===== config.mk =====
export PLATFORM = sky130hd
export DESIGN_NAME = fft_chip
export DESIGN_NICKNAME = d
export VERILOG_FILES = /design/src/rtl/fft_pkg.sv /design/src/rtl/fft_butterfly.sv /design/src/rtl/fft_chip.sv
export SDC_FILE = /design/constraint.sdc
export NUM_CORES = 2
export LEC_CHECK = 0
export BUFFER_PORTS_ARGS = -buffer_cell sky130_fd_sc_hd__buf_2
export CELL_PAD_IN_SITES_DETAIL_PLACEMENT = 2
export CELL_PAD_IN_SITES_GLOBAL_PLACEMENT = 2
export CORE_ASPECT_RATIO = 0.9
export CORE_MARGIN = 1.5
export CORE_UTILIZATION = 35
export CTS_CLUSTER_DIAMETER = 120
export DETAILED_ROUTE_END_ITERATION = 8
export PLACE_DENSITY = 0.8
export SYNTH_ARGS = -nofsm -noshare
export SYNTH_HDL_FRONTEND = slang
export SYNTH_SLANG_ARGS = --single-unit
export TNS_END_PERCENT = 1

===== constraint.sdc =====
create_clock -name clk -period 28 [get_ports clk]
set_input_delay 2.8 -clock clk [delete_from_list [all_inputs] [get_ports clk]]
set_output_delay 2.8 -clock clk [all_outputs]
set_load 0.01 [all_outputs]

===== src/rtl/fft_pkg.sv =====
// Shared types and helpers for the 8-point streaming FFT: complex sample
// formats, twiddle selection and output scaling/saturation.
package fft_pkg;

    localparam int N  = 8;
    localparam int DW = 17;
    localparam int TW = 181;
    // Internal component width: 20 bits of growth plus guard.
    localparam int IW = 24;
    localparam int SW = IW + 1;
    localparam int PW = IW + 11;

    typedef struct packed {
        logic signed [DW-1:0] re;
        logic signed [DW-1:0] im;
    } cplx_t;

    typedef struct packed {
        logic signed [IW-1:0] re;
        logic signed [IW-1:0] im;
    } cplx_w_t;

    typedef enum logic [1:0] {
        TW_ONE = 2'd0,
        TW_W81 = 2'd1,
        TW_NJ  = 2'd2,
        TW_W83 = 2'd3
    } tw_e;

    localparam logic signed [IW-1:0] SAT_MAX = 24'sd65535;
    localparam logic signed [IW-1:0] SAT_MIN = -24'sd65536;

    function automatic cplx_t unpack_word(input logic [2*DW-1:0] w);
        return cplx_t'(w);
    endfunction

    function automatic logic [2*DW-1:0] pack_word(input cplx_t c);
        return c;
    endfunction

    function automatic cplx_w_t widen(input cplx_t c);
        cplx_w_t r;
        r.re = IW'(c.re);
        r.im = IW'(c.im);
        return r;
    endfunction

    function automatic logic [2:0] bitrev3(input logic [2:0] v);
        return {v[0], v[1], v[2]};
    endfunction

    // Multiply by 1/sqrt2 in Q0.8 with floor rounding.
    function automatic logic signed [IW-1:0] mul_tw(input logic signed [SW-1:0] s);
        logic signed [PW-1:0] p;
        p = PW'(s) * PW'(TW);
        return IW'(p >>> 8);
    endfunction

    function automatic cplx_w_t twiddle(input cplx_w_t v, input tw_e sel);
        logic signed [SW-1:0] sum_s;
        logic signed [SW-1:0] dif_s;
        cplx_w_t r;
        sum_s = SW'(v.re) + SW'(v.im);
        dif_s = SW'(v.im) - SW'(v.re);
        case (sel)
            TW_ONE: r = v;
            TW_W81: begin
                r.re = mul_tw(sum_s);
                r.im = mul_tw(dif_s);
            end
            TW_NJ: begin
                r.re = v.im;
                r.im = -v.re;
            end
            TW_W83: begin
                r.re = mul_tw(dif_s);
                r.im = -mul_tw(sum_s);
            end
            default: r = v;
        endcase
        return r;
    endfunction

    function automatic logic signed [DW-1:0] scale_sat(input logic signed [IW-1:0] v);
        logic signed [IW-1:0] s;
        s = v >>> 3'd3;
        if (s > SAT_MAX) begin
            return DW'(SAT_MAX);
        end else if (s < SAT_MIN) begin
            return DW'(SAT_MIN);
        end else begin
            return DW'(s);
        end
    endfunction

endpackage


===== src/rtl/fft_butterfly.sv =====
// Radix-2 complex butterfly: sum = a + b, diff = twiddle(a - b).
module fft_butterfly
    import fft_pkg::*;
(
    input  logic [2*IW-1:0] a,
    input  logic [2*IW-1:0] b,
    input  logic [1:0]      tw_sel,
    output logic [2*IW-1:0] sum,
    output logic [2*IW-1:0] diff
);

    cplx_w_t a_s;
    cplx_w_t b_s;
    cplx_w_t sum_s;
    cplx_w_t dif_s;

    // Complex add/subtract followed by the selected twiddle on the difference.
    always_comb begin
        a_s      = cplx_w_t'(a);
        b_s      = cplx_w_t'(b);
        sum_s.re = a_s.re + b_s.re;
        sum_s.im = a_s.im + b_s.im;
        dif_s.re = a_s.re - b_s.re;
        dif_s.im = a_s.im - b_s.im;
        sum      = sum_s;
        diff     = twiddle(dif_s, tw_e'(tw_sel));
    end

endmodule


===== src/rtl/fft_chip.sv =====
// Streaming 8-point radix-2 DIF FFT: buffers seven samples, transforms on the
// eighth, then plays the spectrum out in natural order while the next block loads.
module fft_chip
    import fft_pkg::*;
(
    input  logic        clk,
    input  logic        rst_n,
    input  logic [33:0] data_in,
    output logic [33:0] data_out
);

    logic [2:0] cnt_r;
    cplx_t      x_buf_r [0:6];
    cplx_t      bank_r  [1:7];
    cplx_w_t    st0_s   [0:7];
    cplx_w_t    st1_s   [0:7];
    cplx_w_t    st2_s   [0:7];
    cplx_w_t    st3_s   [0:7];
    cplx_t      fft_s   [0:7];

    // Stage-0 operands: buffered x[0..6] plus the live sample as x[7].
    always_comb begin
        for (int i = 0; i < 7; i++) begin
            st0_s[i] = widen(x_buf_r[i]);
        end
        st0_s[7] = widen(unpack_word(data_in));
    end

    for (genvar i = 0; i < 4; i++) begin : g_stage1
        fft_butterfly u_bf (
            .a      (st0_s[i]),
            .b      (st0_s[i+4]),
            .tw_sel (2'(i)),
            .sum    (st1_s[i]),
            .diff   (st1_s[i+4])
        );
    end

    for (genvar g = 0; g < 2; g++) begin : g_stage2
        for (genvar n = 0; n < 2; n++) begin : g_bf
            fft_butterfly u_bf (
                .a      (st1_s[4*g+n]),
                .b      (st1_s[4*g+n+2]),
                .tw_sel ((n == 0) ? TW_ONE : TW_NJ),
                .sum    (st2_s[4*g+n]),
                .diff   (st2_s[4*g+n+2])
            );
        end
    end

    // Final stage leaves X[k] at position bitrev(k).
    for (genvar j = 0; j < 4; j++) begin : g_stage3
        fft_butterfly u_bf (
            .a      (st2_s[2*j]),
            .b      (st2_s[2*j+1]),
            .tw_sel (TW_ONE),
            .sum    (st3_s[2*j]),
            .diff   (st3_s[2*j+1])
        );
    end

    // Reorder to natural frequency order, then scale by 1/8 and saturate.
    always_comb begin
        for (int k = 0; k < 8; k++) begin
            fft_s[k].re = scale_sat(st3_s[bitrev3(3'(k))].re);
            fft_s[k].im = scale_sat(st3_s[bitrev3(3'(k))].im);
        end
    end

    // Sample capture, block commit on x[7], and registered playout.
    always_ff @(posedge clk or negedge rst_n) begin
        if (!rst_n) begin
            cnt_r    <= 3'd0;
            data_out <= 34'd0;
            for (int i = 0; i < 7; i++) begin
                x_buf_r[i] <= '0;
            end
            for (int i = 1; i < 8; i++) begin
                bank_r[i] <= '0;
            end
        end else begin
            cnt_r <= cnt_r + 3'd1;
            if (cnt_r == 3'd7) begin
                for (int i = 1; i < 8; i++) begin
                    bank_r[i] <= fft_s[i];
                end
                data_out <= pack_word(fft_s[0]);
            end else begin
                x_buf_r[cnt_r] <= unpack_word(data_in);
                data_out       <= pack_word(bank_r[cnt_r + 3'd1]);
            end
        end
    end

endmodule


==> metrics.txt <==
status=completed; Cells after Synth=roughly 9000; Post-CTS Setup Bufs=0; RSZ-0062 raised after global routing=false; Num CTS Buffers=66; CTS Root Cell=clkbuf_16; width of the die=489.6 microns; CP max FO=16; clk_lat worst skew=just over 700 ps; DRT Wirelength=between 300 and 400 mm; Most Crowded Layer GR=met2; WS Path Type=input port to flop; Max Clock Skew=a little under 40 ps; # IOs=70; DP HPWL=between 200 and 300 mm; EDFF count, synth=0; ys flop type=dfrtp_1; CP arrival=between 15000 and 20000 ps; Mapped Nets=10432; Util after Layout=37.83%; most frequent CP cell=a21oi_1; Port Buf Inserts=just under 70; Reg clk slew, reported paths=roughly 60 ps; clock period minus worst slack=around 18000 ps; ys async rst share=100.0%; first-pass GRT wire length=474.3 mm; Slew Viols, Final=0; relative slew slack=1.842%; Data required, critical path=28570 ps; wire per inst=27.76 microns; grt met3 use=4.055%; setup TNS=0 ps; CP max-delay cell=o41ai_1; DIE AREA=0.2159 sq mm; Starting Density=a little over a third; slowest stage delay, CP=720 ps; GP Congestion=about 1.0; FP Rows=160; synth unique cells=between 100 and 150; Die Ht=440.9 microns; Final ANT Viol Nets=0; fmax=0.05493 GHz; final worst-path cycle share=65.02%; Total Routing Usage GR=29.37%; Resized Gates After CTS=0; number of global-route vias before repair=71500; Clock Path Buffers=3; Setup crit start kind=input port; placed cell area=~0.078 sq mm; DR vias=66557; fraction of layout cells with a size suffix above 1=6.226%; final setup fails=0; synthesis-to-finish area growth=7.335%; post-route cell area=0.08005 sq mm; Final nets=10343; CP endpoint kind=flop; hold buffers post-CTS=0; max_cap viols=0; GRT met1 Usage=40.69%; transition time of the tightest slew-check pin=1457 ps; grt total ovfl=0; Seq/Total Area, Yosys=approximately 17%; H-Tree Depth=3; Avg Inst Size Synth=8.430 sq um; Seq cells post-synth=513; Syn Std Cell Area=0.07458 sq mm; CTS sink count=approximately 510; # DRC=0; met2 Track Usage GR=between 40% and 50%; Initial DRT Pass Iterations=5; initial antenna violation count=15; drt first-iter violations=4757; largest net degree at the start of global routing=158; type of the worst min-delay path=flop to flop; Ys Warns=0; placeable core region=0.2116 sq mm; Fin. Hold Viols=0; CTS tree=done; Vias/cell=5.715
## flip-flops by register name, indices dropped and copies added, names as in the netlist
| name | count |
|---|---|
| st0_s | 238 |
| cnt_r | 3 |
| data_out | 34 |
| bank_r | 238 |
## worst max-delay path, delay by kind of cell
family,cells,cell delay [ps]
xor gates and xnor gates,4,1460
muxes,2,770
AOI/OAI and AO/OA,25,6910
buffers and inverters,5,580
and+or+nand+nor,16,2390
adders and majority gates,9,3840
## per-stage QoR
step | instances | worst slack, ps | hold WS (ps)
final | 11646 | 9795 | 492.4
after detailed placement | 11524 | 9403 | 476.9
after global placement | 11524 | 9913 | 465.8
after floorplan | 8847 | 12770 | 445.8
after CTS | 11636 | 10040 | 490.2
after global routing | 11638 | 8797 | 517.2
## final timing paths
kind	depth (start not counted)	from	slack [ps]	to
max	61	data_in[19]	9790	bank_r[19]$_DFFE_PN0P_
min	1	bank_r[194]$_DFFE_PN0P_	490	bank_r[194]$_DFFE_PN0P_
max reg2reg	61	st0_s[216]$_DFFE_PN0P_	11740	bank_r[19]$_DFFE_PN0P_
min reg2reg	1	bank_r[194]$_DFFE_PN0P_	490	bank_r[194]$_DFFE_PN0P_
max in group asynchronous	3	rst_n	23590	bank_r[77]$_DFFE_PN0P_
min in group asynchronous	1	rst_n	2040	st0_s[376]$_DFFE_PN0P_
## per-layer routing
metal / vias up / wire length, microns / share of wire, %
li1: 29945 / - / -
met1: 34546 / 147600 / 46
met2: 1632 / 140500 / 43
met3: 430 / 18970 / 5.9
met4: 4 / 16190 / 5.0
met5: - / 22 / 0.0068
## cell families (layout without fill, tap and decap cells)
logic type | after synthesis | count (layout) | synth area share, %
muxes | 269 | 269 | 4.442
buffers and inverters | 1434 | 1389 | 7.413
adders and majority gates | 1549 | 1549 | 28.31
AOI/OAI and AO/OA | 2229 | 2229 | 19.30
other | 0 | 9 | 0
and+or+nand+nor | 1907 | 1907 | 12.04
xor gates and xnor gates | 946 | 946 | 11.28
DFF | 513 | 513 | 17.21
## cell type report
cell class	instances	area (sq um)
Fill cell	24022	131600
Clock inverter	23	272.8
Inverter	1148	4309
Tap cell	2835	3547
Sequential cell	513	12840
Timing Repair Buffer	129	830.8
Clock buffer	89	1909
Antenna cell	9	22.52
Multi-Input combinational cell	6900	56320
## placed cells by master (no fill, tap or decap), drive strengths merged, types with 35 or more instances in the layout
cell    count
nand3      87
nor2b     106
buf       129
nor2      756
a21oi     750
xnor2     717
o31ai      45
clkbuf     89
a21o      130
or3        57
a31oi      45
xor2      225
nand2b     85
nor4       35
mux2      156
dfrtp     513
nand2     387
ha       1318
o21ai     466
inv      1151
and3       57
o221ai     36
o21a       68
a211oi     56
o21bai    237
nor3      177
fa        231
and2       36
o211ai     40
mux2i      79
a221o      55
## cells in the mapped netlist (all sizes together) (56+ instances only)
master / instances / share of area (%)
o21ai: 466 / 3.2
and3: 57 / 0.48
nand3: 87 / 0.58
clkbuf: 231 / 1.2
a21oi: 750 / 5.1
nand2b: 85 / 0.71
a21o: 130 / 1.3
nor2: 756 / 3.8
mux2: 156 / 2.4
o21bai: 237 / 2.4
a211oi: 56 / 0.58
ha: 1318 / 22
nor2b: 106 / 0.89
xnor2: 717 / 8.5
nor3: 177 / 1.2
fa: 231 / 6.2
o21a: 68 / 0.69
dfrtp: 513 / 17
nand2: 387 / 2.0
or3: 57 / 0.48
xor2: 225 / 2.7
inv: 1147 / 5.8
mux2i: 79 / 1.1
Power is not shown: default switching activity piles up to over one toggle a cycle in this logic, so the estimate is an artifact.
